<file path="config.mk">
export PLATFORM = sky130hd
export DESIGN_NAME = keypad_code_entry
export DESIGN_NICKNAME = d
export VERILOG_FILES = /design/src/rtl/parking_pkg.sv /design/src/rtl/inactivity_timer.sv /design/src/rtl/keypad_code_entry.sv
export SDC_FILE = /design/constraint.sdc
export NUM_CORES = 1
export LEC_CHECK = 0
export BUFFER_PORTS_ARGS = -buffer_cell sky130_fd_sc_hd__buf_4
export CORE_MARGIN = 2
export CORE_UTILIZATION = 57
export DETAILED_ROUTE_END_ITERATION = 10
export HOLD_SLACK_MARGIN = 0.12
export PLACE_DENSITY = 0.82
export SYNTH_ARGS = -nofsm -noshare
export SYNTH_HDL_FRONTEND = slang
export SYNTH_SLANG_ARGS = --single-unit
</file>
<file path="constraint.sdc">
create_clock -name clock -period 2.4 [get_ports clock]
set_input_delay 0.48 -clock clock [delete_from_list [all_inputs] [get_ports clock]]
set_output_delay 0.48 -clock clock [all_outputs]
set_load 0.05 [all_outputs]
</file>
<file path="src/rtl/parking_pkg.sv">
// rtl/parking_pkg.sv - shared key codes, entry states and PIN width for the parking gate
package parking_pkg;

    localparam int PIN_W = 8;

    localparam logic [3:0] KEY_CLEAR = 4'hA;
    localparam logic [3:0] KEY_ENTER = 4'hB;

    typedef enum logic [2:0] {
        ST_IDLE,
        ST_D0,
        ST_D1,
        ST_D2,
        ST_SEND
    } entry_state_t;

    function automatic logic is_digit(input logic [3:0] key);
        return key <= 4'd9;
    endfunction

endpackage

</file>
<file path="src/rtl/inactivity_timer.sv">
// rtl/inactivity_timer.sv - saturating idle counter, expired once LIMIT-1 cycles have been counted
module inactivity_timer #(
    parameter int LIMIT = 200
) (
    input  logic clk_i,
    input  logic rst_i,
    input  logic clr_i,
    input  logic en_i,
    output logic expired_o
);

    localparam int W = (LIMIT > 2) ? $clog2(LIMIT) : 1;
    localparam logic [W-1:0] LAST = W'(LIMIT - 1);

    logic [W-1:0] cnt_q, cnt_d;

    // Clear wins over enable; holding at LAST keeps the counter from wrapping.
    always_comb begin
        cnt_d = cnt_q;
        if (clr_i) begin
            cnt_d = '0;
        end else if (en_i && (cnt_q != LAST)) begin
            cnt_d = cnt_q + 1'b1;
        end
    end

    always_ff @(posedge clk_i) begin
        if (rst_i) begin
            cnt_q <= '0;
        end else begin
            cnt_q <= cnt_d;
        end
    end

    assign expired_o = (cnt_q == LAST);

endmodule

</file>
<file path="src/rtl/keypad_code_entry.sv">
// rtl/keypad_code_entry.sv - collects two BCD keypad digits into a PIN word and pulses sEnter
module keypad_code_entry
    import parking_pkg::*;
#(
    parameter int TIMEOUT_CYCLES = 200,
    parameter int ENTER_CYCLES   = 2
) (
    input  logic             clock,
    input  logic             reset,
    input  logic             sEntrada,
    input  logic             sTeclaValida,
    input  logic [3:0]       sTecla,
    output logic [PIN_W-1:0] sCode,
    output logic             sEnter,
    output logic [1:0]       sDigitos,
    output logic             sError
);

    localparam int SW = (ENTER_CYCLES > 1) ? $clog2(ENTER_CYCLES) : 1;
    localparam logic [SW-1:0] SEND_LAST = SW'(ENTER_CYCLES - 1);

    entry_state_t     state_q, state_d;
    logic [PIN_W-1:0] buf_q, buf_d;
    logic [PIN_W-1:0] code_q, code_d;
    logic [SW-1:0]    send_cnt_q, send_cnt_d;
    logic             enter_q, enter_d;
    logic             err_q, err_d;
    logic [1:0]       dig_q, dig_d;

    logic key_acc;
    logic timeout;
    logic tmr_expired;
    logic collecting_digits;

    assign collecting_digits = (state_q == ST_D1) || (state_q == ST_D2);

    inactivity_timer #(
        .LIMIT(TIMEOUT_CYCLES)
    ) u_idle_timer (
        .clk_i    (clock),
        .rst_i    (reset),
        .clr_i    (!collecting_digits || key_acc || timeout || !sEntrada),
        .en_i     (collecting_digits),
        .expired_o(tmr_expired)
    );

    always_comb begin
        state_d    = state_q;
        buf_d      = buf_q;
        code_d     = code_q;
        send_cnt_d = send_cnt_q;
        enter_d    = 1'b0;
        err_d      = 1'b0;
        key_acc    = 1'b0;
        timeout    = 1'b0;

        case (state_q)
            ST_IDLE: begin
                if (sEntrada) begin
                    state_d = ST_D0;
                end
            end
            ST_SEND: begin
                enter_d = 1'b1;
                err_d   = sTeclaValida;
                if (send_cnt_q == SEND_LAST) begin
                    enter_d    = 1'b0;
                    buf_d      = '0;
                    send_cnt_d = '0;
                    state_d    = sEntrada ? ST_D0 : ST_IDLE;
                end else begin
                    send_cnt_d = send_cnt_q + 1'b1;
                end
            end
            ST_D0, ST_D1, ST_D2: begin
                // Losing the vehicle outranks any key arriving in the same cycle.
                if (!sEntrada) begin
                    state_d = ST_IDLE;
                    buf_d   = '0;
                end else if (sTeclaValida) begin
                    if (is_digit(sTecla)) begin
                        if (state_q == ST_D0) begin
                            buf_d[7:4] = sTecla;
                            state_d    = ST_D1;
                            key_acc    = 1'b1;
                        end else if (state_q == ST_D1) begin
                            buf_d[3:0] = sTecla;
                            state_d    = ST_D2;
                            key_acc    = 1'b1;
                        end else begin
                            err_d = 1'b1;
                        end
                    end else if (sTecla == KEY_CLEAR) begin
                        buf_d   = '0;
                        state_d = ST_D0;
                        key_acc = 1'b1;
                    end else if (sTecla == KEY_ENTER) begin
                        if (state_q == ST_D2) begin
                            code_d     = buf_q;
                            enter_d    = 1'b1;
                            send_cnt_d = '0;
                            state_d    = ST_SEND;
                            key_acc    = 1'b1;
                        end else begin
                            err_d = 1'b1;
                        end
                    end else begin
                        err_d = 1'b1;
                    end
                end else if (tmr_expired && collecting_digits) begin
                    timeout = 1'b1;
                    buf_d   = '0;
                    state_d = ST_D0;
                    err_d   = 1'b1;
                end
            end
            default: begin
                state_d = ST_IDLE;
            end
        endcase

        case (state_d)
            ST_D1:   dig_d = 2'd1;
            ST_D2:   dig_d = 2'd2;
            default: dig_d = 2'd0;
        endcase
    end

    always_ff @(posedge clock) begin
        if (reset) begin
            state_q    <= ST_IDLE;
            buf_q      <= '0;
            code_q     <= '0;
            send_cnt_q <= '0;
            enter_q    <= 1'b0;
            err_q      <= 1'b0;
            dig_q      <= 2'd0;
        end else begin
            state_q    <= state_d;
            buf_q      <= buf_d;
            code_q     <= code_d;
            send_cnt_q <= send_cnt_d;
            enter_q    <= enter_d;
            err_q      <= err_d;
            dig_q      <= dig_d;
        end
    end

    assign sCode    = code_q;
    assign sEnter   = enter_q;
    assign sDigitos = dig_q;
    assign sError   = err_q;

endmodule

</file>
* Yosys cells after proc, flatten, opt, wreduce, memory -nomap -nowiden
Cells that the tools add are included.
** Storage, ports and cells
- Register bits after elaboration :: 32
- Input port bits :: 8
- Logic and storage cells :: 112
** Cells by class
- Bitwise logic cells :: 2
- Reduce and logical (&&, ||, !) cells :: 16
- $add $sub $neg :: 2
- Muxes and demuxes :: 60
- $lt $le $gt $ge :: 1
- Equality and inequality tests :: 22
** Operators with widths (number)
- $mux W8 :: 6
- $mux W1 :: 34
- $mux W3 :: 11
- $ne A5 B5 Y1 const B :: 4
- $pmux W8 S2 :: 1
- $ne A2 B2 Y1 const B :: 7
- $reduce_and A7 Y1 :: 2
- $eq A3 B2 Y1 const B :: 4
- $mux W4 :: 3
- $pmux W3 S3 :: 1
- $add A8 B1 Y8 const B :: 1
- $eq A4 B4 Y1 const B :: 2
- $eq A8 B8 Y1 const B :: 1
- $ne A8 B8 Y1 const B :: 1
- $pmux W1 S2 :: 3
- $reduce_and A6 Y1 :: 1
- $reduce_and A5 Y1 :: 1
- $le A4 B4 Y1 const B :: 1
- $logic_or A1 B1 Y1 :: 4
- $ne A4 B4 Y1 const B :: 1
- $pmux W2 S2 :: 1
- $eq A3 B1 Y1 const B :: 1
- $eq A3 B3 Y1 const B :: 1
- $logic_not A3 Y1 :: 1
- 7 further kinds :: 10

* Logic depth before layout (Yosys ltp)
Gate-level depths: netlist of run 1.
- Depth after elaboration :: 12
- Gate-level depth with buffers :: 6

* Cells and area by module
Synthesis of run 1 repeated with hierarchy kept, for this count alone.
** Second synthesis, totals
- Cells, all modules :: 180
- Area, all modules :: 1705.4 um^2
** By module, submodules not included
- keypad_code_entry :: area each 1295.0 um^2, instances 1, cells an instance 136, seq. area each 480.5 um^2
- inactivity_timer :: area each 410.4 um^2, instances 1, cells an instance 44, seq. area each 160.2 um^2

* Worst setup path after synthesis of run 1
OpenSTA, ideal clock, no wires.
- Path kind :: reg2reg
- Start point :: register u_idle_timer.cnt_q[3]
- End point :: register dig_q[0], in the netlist sDigitos[0]
- Setup time :: 0.116 ns
- Setup slack :: 0.342 ns
- Clock period less this slack :: 2.058 ns
- Cell stages (with the launch flop) :: 6
- Data arrival time :: 1.942 ns
- Path buffers :: 1
- Cell sequence :: dfxtp_1 -> or4b_4 -> or3_1 -> buf_6 -> a221o_1 -> o211a_1
** Between the ends
- Cells in the longest elaborated chain, start to end :: 8
- Elaborated cells on any way between the ends :: 9
- Classes of those cells :: eq/ne: 3; mux: 5; reduce/logical: 1
** Ends and longest elaborated chain
- start, declared :: RTL line inactivity_timer.sv:15 : logic [W-1:0] cnt_q, cnt_d;
- start signal, assigned :: RTL line inactivity_timer.sv:31 : cnt_q <= cnt_d;
- $eq A8 B8 Y1 (*) :: RTL line inactivity_timer.sv:35 : assign expired_o = (cnt_q == LAST);
- $logic_and A1 B1 Y1 (*) :: RTL line keypad_code_entry.sv:110 : end else if (tmr_expired && collecting_digits) begin
- $mux W3 (*) :: RTL line keypad_code_entry.sv:110
- $mux W3 (*) :: RTL line keypad_code_entry.sv:80 : end else if (sTeclaValida) begin
- $mux W3 (*) :: RTL line keypad_code_entry.sv:77 : if (!sEntrada) begin
- $pmux W3 S3 (*) :: RTL line keypad_code_entry.sv:57 : case (state_q)
- $eq A3 B2 Y1 :: RTL line keypad_code_entry.sv:122 : case (state_d)
- $pmux W2 S2 (*) :: RTL line keypad_code_entry.sv:122
- end signal, assigned :: RTL line keypad_code_entry.sv:145 : dig_q <= dig_d;
- end, declared :: RTL line keypad_code_entry.sv:28 : logic [1:0] dig_q, dig_d;
Every way passes the cells marked *; elsewhere a longest branch is shown, timed or not.
A chain may end at the register's enable or synchronous reset.

* Final worst setup path of run 1
- Start point :: register u_idle_timer.cnt_q[3]
- End point :: register u_idle_timer.cnt_q[3]
** Between the ends
- Cells in the longest elaborated chain, start to end :: 9
- Elaborated cells on any way between the ends :: 12
- Classes of those cells :: add/sub: 1; eq/ne: 2; mux: 4; reduce/logical: 5
** Ends and longest elaborated chain
- $eq A8 B8 Y1 :: RTL line inactivity_timer.sv:35
- $logic_and A1 B1 Y1 :: RTL line keypad_code_entry.sv:110
- $mux W1 :: RTL line keypad_code_entry.sv:110
- $mux W1 :: RTL line keypad_code_entry.sv:80
- $mux W1 :: RTL line keypad_code_entry.sv:77
- $mux W1 :: RTL line keypad_code_entry.sv:57
- $logic_or A1 B1 Y1 (2 in series) :: RTL line keypad_code_entry.sv:42 : .clr_i (!collecting_digits || key_acc || timeout || !sEntrada),
- $reduce_or A2 Y1 (no source line)
Parallel ways exist; a longest one is shown, timed or not.

==> results of run 1 <==
## through the flow
stage          area (um^2)  total power (uW)   util
2_1_floorplan         1670               604      -
6_report              1910              1020  0.693
5_1_grt               1910              1050  0.693
4_1_cts               1910              1030  0.693
3_3_place_gp          1840               630  0.666
3_5_place_dp          1840               632  0.666
## cell type report
cell class	count	area, um^2	area share
multi-input cells	152	976	0.510
clock inverters	2	35.0	0.0183
well taps	31	38.8	0.0203
inverters	2	7.51	0.00393
clock buffers	6	41.3	0.0216
repair buffers	23	173	0.0903
flip-flops and latches	32	641	0.335
## state kept, by name, indices dropped and copies added (netlist names)
signal / count
sCode: 8
send_cnt_q: 1
sEnter: 1
u_idle_timer.cnt_q: 8
sError: 1
buf_q: 8
sDigitos: 2
state_q: 3
## how the worst min path moves through the flow
| stage | to | slack [ns] | cells after the start |
|---|---|---|---|
| detailed placement | sCode[3] | 0.49 | 2 |
| global placement | sCode[6] | 0.47 | 2 |
| CTS | send_cnt_q | 0.44 | 2 |
| global route | send_cnt_q | 0.45 | 2 |
| finish | send_cnt_q | 0.44 | 2 |
| floorplan | u_idle_timer.cnt_q[7] | 0.46 | 2 |
## critical path, stage by stage, from the launching register on
cell      delay (ns)
dfxtp_1         0.37
or4b_4          0.56
o21ai_1         0.56
o21ai_0         0.19
a211oi_1        0.27
## power groups by stage
stage / registers [uW] / logic [uW] / clock network (uW)
final: 538 / 83.6 / 398
after global routing: 538 / 92.1 / 423
after CTS: 537 / 82.5 / 409
after detailed placement: 550 / 82.3 / 0
after global placement: 550 / 80.4 / 0
after floorplan: 548 / 56.1 / 0
## metal layers
metal | part of all wire | vias up | GRT usage | wire [um]
met4 | 0.013 | 0 | 0.130 | 47
met2 | 0.47 | 59 | 0.386 | 1750
met1 | 0.45 | 732 | 0.310 | 1700
met3 | 0.064 | 5 | 0.0647 | 240
li1 | - | 785 | - | -
met5 | 0 | - | 0 | 0
## placed cells by master, fill, tap and decap left out, drive strengths merged, types with 3 or more instances in the layout
cell type	n
o21ai	6
dfxtp	32
nor2	15
nand3b	3
o21a	3
nor2b	3
a21oi	5
buf	23
o211ai	9
nor3	8
nand2b	4
or3	5
or4	3
nor4	4
o31ai	3
nand2	15
a211oi	6
clkbuf	6
nand4	7
mux2i	9
nand3	18
xor2	3
## cells by family after synthesis
kind of cell,count (synthesis),synth area share
compound gates,45,0.195
xor+xnor,4,0.0210
fa+ha+maj,1,0.00751
buf+inv,13,0.0338
flops,32,0.384
mux,9,0.0541
simple gates,93,0.304
## Yosys cell counts, drive strengths merged (4+ instances only)
library cell and instances:
dfxtp 32, nand3 18, nand2 15, nor2 15, mux2i 9, o211ai 9, clkbuf 8, nor3 8
nand4 7, a211oi 6, o21ai 6, a21oi 5, or3 5, nand2b 4, nor4 4
==> results.py, run 1 <==
metrics = {
    "outcome": {
        "status": "finished clean",
    },
    "setup_path": {
        "startpoint": "u_idle_timer.cnt_q[3]",
        "rrSetupSlack_ns": 0.35,
        "r2r_end": "u_idle_timer.cnt_q[3]",
        "crit_required_ns": 2.64,
        "cp_data_arrival_time_ns": 2.29,
        "cp_max_fo": 10,
        "worst_setup_path_start_kind": "flip-flop",
        "endpoint": "u_idle_timer.cnt_q[3]",
        "path_class": "reg -> reg",
        "endpoint_kind": "flip-flop",
        "reg2regPathDepth": 4,
        "reg2reg_from": "u_idle_timer.cnt_q[3]",
    },
    "detailed_routing": {
        "wire_per_inst_um": 15.0,
        "drtPass1Iterations": 4,
        "drc": 0,
        "routed_wl_um": 3730,
        "antenna_left": 0,
        "via_count": 1581,
        "vias_per_cell": 6.38,
        "drt_iter0_markers": 76,
    },
    "sta": {
        "slew_violations": 0,
        "clock_skew_ns": 0.00883,
        "rsz0062_at_grt": "no",
        "fmax_ghz": 0.488,
        "whs_ns": 0.443,
        "setup_tns_ns": 0,
        "worstMarginPinSlew_ns": 0.696,
        "min_period_ns": 2.05,
        "setup_ws_ns": 0.352,
        "setup_viol": 0,
        "hold_violations": 0,
        "relSlewSlack": 0.534,
        "fin_crit_sh": 0.853,
    },
    "floorplan": {
        "ios": 20,
        "core_area_um2": 2760,
        "die_w_um": 58.1,
        "die_h_um": 58.1,
        "dieArea_um2": 3370,
        "fp-row-count": 19,
        "start_util": 0.604,
    },
    "grt": {
        "grt_pass1_vias": 1480,
        "grt_usage": 0.246,
        "grt_max_degree": 18,
        "antenna_found_initial": 0,
        "grt-ovfl-total": 0,
        "grt_first_pass_wirelength_um": 6420,
    },
    "pwr": {
        "p_leak_uw": 0.000656,
        "seq_power_share": 0.527,
        "intPower_uw": 781,
        "ir_drop_mv": 0.635,
        "comb_power_share": 0.082,
        "swShare": 0.234,
        "switchingPower_uw": 239,
        "pwr_density_cell_nw_per_um2": 533,
        "clockPowerShare": 0.391,
    },
    "yosys": {
        "synth_top_area_frac": 0.384,
        "synth_cell_types": 45,
        "yosysTopAreaCell": "dfxtp_1",
        "synth_warnings": 0,
        "avgSynthCellArea_um2": 8.46,
        "dominantRegCellSynth": "dfxtp_1",
        "synth_edf_count": 0,
        "syn_area_um2": 1670,
        "syn_inst": 197,
        "syn_nets": 206,
        "synth_area_leaders": "dfxtp_1 (38%), mux2i_1 (5.4%), nand3_1 (5.4%), o211ai_1 (4.1%), nand2_1 (3.4%)",
        "synth-async-reset-ratio": 0,
        "ys_ff_latch": 32,
        "seq_area_frac_synth": 0.384,
    },
    "cts": {
        "clock_path_buffers": 2,
        "cts_hold_buf": 0,
        "cts_tree": "done",
        "clk_pin_slew_worst_paths_ns": 0.10,
        "cts_root_buffer": "clkbuf_4",
        "ctsResizeCount": 0,
        "cts_buffers": 5,
        "cts_setup_buffers": 0,
        "clock-sinks": 32,
        "htreeDepth": 2,
        "insertion_delay_ns": 0.33,
    },
    "job": {
        "drv_cap": 0,
    },
    "layout": {
        "layout.cells.non_filler": 248,
        "area_growth_pct": 14.7,
        "drive_above_1_share": 0.161,
        "fillers": 225,
        "antenna_cells": 0,
        "nets": 225,
    },
    "placement": {
        "place_inst": 240,
        "place_congestion": 0.936,
        "dp_slack_ns": 0.399,
        "hpwlAfterDp_um": 2690,
        "portBuffers": 19,
    },
    "hold_path": {
        "hold_start": "reset",
        "hold_path_class": "in -> reg",
    },
}
Power figures use the tool's default switching activity.
==> run 2, diff against run 1 <==
Settings changed: ABC_AREA set to 1, CORE_UTILIZATION 57 to 56, PLACE_DENSITY 0.82 to 0.81.
==> run 2 against run 1 <==
Compared with the run above: first-iteration DRC count up 6.6%; sequential share of layout area up 1.5 points; maximum frequency up 16%; critical endpoint is now buf_q[2]; highest routed layer unchanged.
==> results.py, run 2 <==
metrics = {
    "setup_path": {
        "endpoint_kind": "flip-flop",
        "worst_setup_path_start_kind": "flip-flop",
        "path_delay_family": "simple AND/OR/NAND/NOR gates",
        "path_class": "reg -> reg",
        "cp_data_arrival_time_ns": 1.99,
        "cp_max_fo": 4,
        "startpoint": "u_idle_timer.cnt_q[0]",
        "path_depth": 10,
        "path_cells": "ha_1 > inv_1 > nor2_1 > nand3_1 > nand2_2 > nand2_1 > nor2_2 > nand2_1 > nand2_1 > nor2_1",
        "crit_required_ns": 2.63,
        "worst_path_most_repeated_cell": "nand2_1",
        "crit_slowest_cell": "dfxtp_1",
        "critical_path_buf_inv_count": 1,
        "reg2regPathDepth": 10,
        "critPathMaxStageDelay_ns": 0.40,
        "reg2reg_from": "u_idle_timer.cnt_q[0]",
    },
    "sta": {
        "hold_violations": 0,
        "setup_tns_ns": 0,
        "clock_skew_ns": 0.00942,
        "slew_violations": 0,
        "fin_crit_sh": 0.735,
        "min_period_ns": 1.76,
        "relSlewSlack": 0.617,
        "setup_viol": 0,
        "worstMarginPinSlew_ns": 0.573,
        "fmax_ghz": 0.567,
        "setup_ws_ns": 0.637,
        "rsz0062_at_grt": "no",
        "whs_ns": 0.358,
    },
    "yosys": {
        "avgSynthCellArea_um2": 6.77,
        "syn_inst": 235,
        "dominantRegCellSynth": "dfxtp_1",
        "synth-async-reset-ratio": 0,
        "synth_warnings": 0,
        "synth_top_area_frac": 0.403,
        "yosysTopAreaCell": "dfxtp_1",
        "synth_edf_count": 0,
        "synth_cell_types": 28,
        "ys_ff_latch": 32,
        "syn_area_um2": 1590,
        "ys_top_cells_by_count": "nand2_1 (53), nor2_1 (44), dfxtp_1 (32)",
        "synth_area_leaders": "dfxtp_1 (40%), nand2_1 (13%), nor2_1 (10%), inv_1 (6.6%), a21oi_1 (5.0%)",
        "seq_area_frac_synth": 0.403,
        "yosysMostFrequentCell": "nand2_1",
        "syn_nets": 244,
    },
    "cts": {
        "ctsResizeCount": 0,
        "cts_buffers": 5,
        "cts_tree": "done",
        "clock-sinks": 32,
        "cts_setup_buffers": 0,
        "insertion_delay_ns": 0.33,
        "clock_path_buffers": 2,
        "cts_hold_buf": 0,
        "clk_pin_slew_worst_paths_ns": 0.10,
        "htreeDepth": 2,
        "cts_root_buffer": "clkbuf_4",
    },
    "floorplan": {
        "die_h_um": 57.3,
        "fp-row-count": 19,
        "start_util": 0.582,
        "ios": 20,
        "core_area_um2": 2730,
        "die_w_um": 57.3,
        "dieArea_um2": 3280,
    },
    "layout": {
        "mostFrequentLayoutCell": "nand2_1",
        "drive_above_1_share": 0.170,
        "antenna_cells": 0,
        "area_growth_pct": 14.9,
        "nets": 267,
        "final_cell_mix": "nand2_1 (53), nor2_1 (44), dfxtp_1 (32)",
    },
    "detailed_routing": {
        "drtPass1Iterations": 4,
        "antenna_left": 0,
        "vias_per_cell": 5.02,
        "via_count": 1456,
        "drc": 0,
        "wire_per_inst_um": 10.8,
        "drt_iter0_markers": 81,
        "routed_wl_um": 3130,
    },
    "hold_path": {
        "worstHoldPathCells": 2,
        "hold_start": "reset",
        "hold_path_class": "in -> reg",
    },
    "outcome": {
        "status": "finished clean",
    },
    "job": {
        "drv_cap": 0,
    },
    "pwr": {
        "pwr_density_cell_nw_per_um2": 575,
        "p_leak_uw": 0.000846,
        "ir_drop_mv": 0.497,
    },
    "grt": {
        "grt_max_degree": 17,
        "grt_pass1_vias": 1278,
        "antenna_found_initial": 0,
        "grt_first_pass_wirelength_um": 5370,
        "grt_usage": 0.211,
        "grt-ovfl-total": 0,
    },
    "placement": {
        "hpwlAfterDp_um": 2310,
        "dp_slack_ns": 0.591,
        "place_congestion": 0.850,
        "portBuffers": 19,
    },
}
-- run 2: cell count changes after synthesis, sizes merged, moves of 4 or more --
cell / previous run / this run
nand2: 15 / 56
nor3: 8 / 3
a21oi: 5 / 19
a211oi: 6 / 0
o211ai: 9 / 2
mux2i: 9 / 0
nor2: 15 / 47
or3: 5 / 0
inv: 2 / 33
o21ai: 6 / 13
nand2b: 4 / 0
clkbuf: 8 / 0
-- run 2: through the flow --
stage | cells | util | instance area, um^2 | total power, uW
3_5_place_dp | 282 | 0.641 | 1750 | 670
3_3_place_gp | 282 | 0.641 | 1750 | 668
2_1_floorplan | 235 | - | 1590 | 641
4_1_cts | 290 | 0.669 | 1830 | 1060
6_report | 290 | 0.669 | 1830 | 1050
5_1_grt | 290 | 0.669 | 1830 | 1100
-- run 2: kinds of logic after synthesis --
logic type / Yosys count / share of synthesized area
AO/OA/AOI/OAI: 34 / 0.120
XOR/XNOR: 4 / 0.0220
adder cells (fa/ha/maj): 1 / 0.00787
buffers and inverters: 36 / 0.0905
flip-flops: 32 / 0.403
AND/OR/NAND/NOR: 128 / 0.357
-- run 2: report_power, final --
group / switching [uW] / internal (uW)
combinational: 70.9 / 38.1
clock: 174 / 218
sequential: 6.22 / 544
total: 251 / 800
-- run 2: layer usage --
layer | track usage | part of all wire
met5 | 0 | 0
met4 | 0.0963 | 0.015
met3 | 0.0408 | 0.031
met2 | 0.323 | 0.44
met1 | 0.288 | 0.52
-- run 2: final timing paths --
| check | endpoint | slack [ns] |
|---|---|---|
| max | buf_q[2] | 0.64 |
| min | state_q[2] | 0.36 |
| max reg2reg | buf_q[2] | 0.64 |
| min reg2reg | sCode[4] | 0.46 |
-- run 2: layout make-up --
class	count	area (um^2)
multi-input cells	167	806
inverters	33	124
fillers	249	906
well taps	31	38.8
clock buffers	6	41.3
clock inverters	2	35.0
flip-flops and latches	32	641
repair buffers	19	143
==> run 3, diff against run 2 <==
Clock period 2.4 ns to 1.7 ns, I/O delays scaled along.
==> run 3 against run 2 <==
Compared with the run above: setup slack got worse by 0.46 ns; largest power group unchanged; routed wire length increased by 3.3%; register-to-register slack got worse by 0.46 ns; critical path type unchanged; combinational power increased by 41%.
==> results.py, run 3 (same netlist as run 2, synthesis figures left out) <==
metrics = {
    "outcome": {
        "status": "finished clean",
    },
    "sta": {
        "fin_crit_sh": 0.896,
        "hold_violations": 0,
        "clock_skew_ns": 0.00862,
        "setup_viol": 0,
        "relSlewSlack": 0.709,
        "slew_violations": 0,
        "fmax_ghz": 0.657,
        "worstMarginPinSlew_ns": 0.437,
        "min_period_ns": 1.52,
    },
    "layout": {
        "mostFrequentLayoutCell": "nand2_1",
        "antenna_cells": 0,
        "nets": 269,
        "finish.instance_area_um2": 1860,
        "postLayoutCoreUtil": 0.682,
        "final_cell_mix": "nand2_1 (53), nor2_1 (43), dfxtp_1 (29)",
        "drive_above_1_share": 0.195,
        "area_growth_pct": 17.2,
    },
    "detailed_routing": {
        "wire_per_inst_um": 11.1,
        "drc": 0,
        "via_count": 1468,
        "drt_iter0_markers": 71,
        "antenna_left": 0,
        "drtPass1Iterations": 5,
        "routed_wl_um": 3230,
        "vias_per_cell": 5.03,
    },
    "pwr": {
        "comb_power_share": 0.103,
        "pwr_density_cell_nw_per_um2": 803,
        "intPower_uw": 1130,
        "switchingPower_uw": 367,
        "clockPowerShare": 0.378,
        "seq_power_share": 0.519,
        "swShare": 0.245,
        "ir_drop_mv": 0.725,
        "p_leak_uw": 0.000860,
    },
    "cts": {
        "clock-sinks": 32,
        "cts_root_buffer": "clkbuf_4",
        "insertion_delay_ns": 0.34,
        "cts_buffers": 5,
        "clock_path_buffers": 2,
        "clk_pin_slew_worst_paths_ns": 0.10,
        "cts_tree": "done",
        "htreeDepth": 2,
        "cts_hold_buf": 0,
    },
    "placement": {
        "placed_area_um2": 1770,
        "portBuffers": 19,
        "place_congestion": 0.871,
        "hpwlAfterDp_um": 2430,
    },
    "floorplan": {
        "core_area_um2": 2730,
        "fp-row-count": 19,
        "die_w_um": 57.3,
        "dieArea_um2": 3280,
        "start_util": 0.582,
        "ios": 20,
        "die_h_um": 57.3,
    },
    "grt": {
        "antenna_found_initial": 0,
        "grt_usage": 0.226,
        "grt_pass1_vias": 1330,
        "grt_first_pass_wirelength_um": 5660,
        "grt_max_degree": 17,
        "grt_most_used_layer": "met2",
        "met1_usage": 0.304,
        "globalRouteMet3Util": 0.0522,
        "grtUsageMet2": 0.333,
        "grt-ovfl-total": 0,
    },
    "setup_path": {
        "cp_max_fo": 4,
        "worst_setup_path_start_kind": "flip-flop",
        "path_class": "reg -> reg",
        "crit_required_ns": 1.95,
        "cp_data_arrival_time_ns": 1.77,
        "endpoint_kind": "flip-flop",
    },
    "job": {
        "drv_cap": 0,
    },
    "hold_path": {
        "hold_path_class": "in -> reg",
    },
}
[run 3: changes by cell type in the layout (fill, tap and decap cells not counted)]
cell     previous run  this run
nand3_2             1         2
dfxtp_1            32        29
nor2_2              2         1
nand3_1            14        13
nor2_1             44        43
nor2_4              1         3
dfxtp_2             0         3
buf_4              19        21
[run 3: repair_timing]
action                                  CTS  global route
buffers inserted                          0             0
cloned                                    0             0
resized for setup                         1             6
endpoints found under the setup margin    1            10
[run 3: power groups by stage]
stage	combinational, uW	sequential, uW	clock, uW
2_1_floorplan	109	796	0
3_3_place_gp	148	795	0
3_5_place_dp	152	795	0
4_1_cts	153	777	577
5_1_grt	177	779	608
6_report	154	777	566
[run 3: path summary, 6_finish.rpt]
check	start	end	slack (ns)	depth (start not counted)
max	u_idle_timer.cnt_q[1]	buf_q[2]	0.18	10
min	reset	state_q[0]	0.20	2
max reg2reg	u_idle_timer.cnt_q[1]	buf_q[2]	0.18	10
min reg2reg	buf_q[0]	sCode[0]	0.47	2
[run 3: critical path: stages (launching register included)]
cell	delay (ns)
dfxtp_2	0.36
ha_1	0.19
inv_1	0.08
nor2_4	0.14
nand3_2	0.13
nand2_2	0.13
nand2_1	0.09
nor2_4	0.15
nand2_1	0.07
nand2_1	0.06
nor2_1	0.04
[run 3: stage by stage]
stage | hold slack [ns] | setup WS, ns | std cells | TNS [ns] | power [uW]
2_1_floorplan | 0.409 | 0.218 | 235 | 0 | 905
3_3_place_gp | 0.452 | 0.139 | 284 | 0 | 943
3_5_place_dp | 0.461 | 0.00499 | 284 | 0 | 946
4_1_cts | 0.191 | 0.0483 | 292 | 0 | 1510
5_1_grt | 0.204 | -0.00768 | 292 | -0.00768 | 1560
6_report | 0.202 | 0.177 | 292 | 0 | 1500
[run 3: layer usage]
| layer | up-vias | part of all wire |
|---|---|---|
| li1 | 794 | - |
| met1 | 643 | 0.49 |
| met2 | 26 | 0.45 |
| met3 | 5 | 0.041 |
| met4 | 0 | 0.020 |
| met5 | - | 0 |
[run 3: area by class of cell]
| type | count | area, um^2 |
|---|---|---|
| inverters | 33 | 124 |
| clock buffers | 6 | 41.3 |
| repair buffers | 21 | 158 |
| multi-input cells | 167 | 823 |
| well taps | 31 | 38.8 |
| clock inverters | 2 | 35.0 |
| flip-flops and latches | 32 | 644 |
| fillers | 249 | 870 |
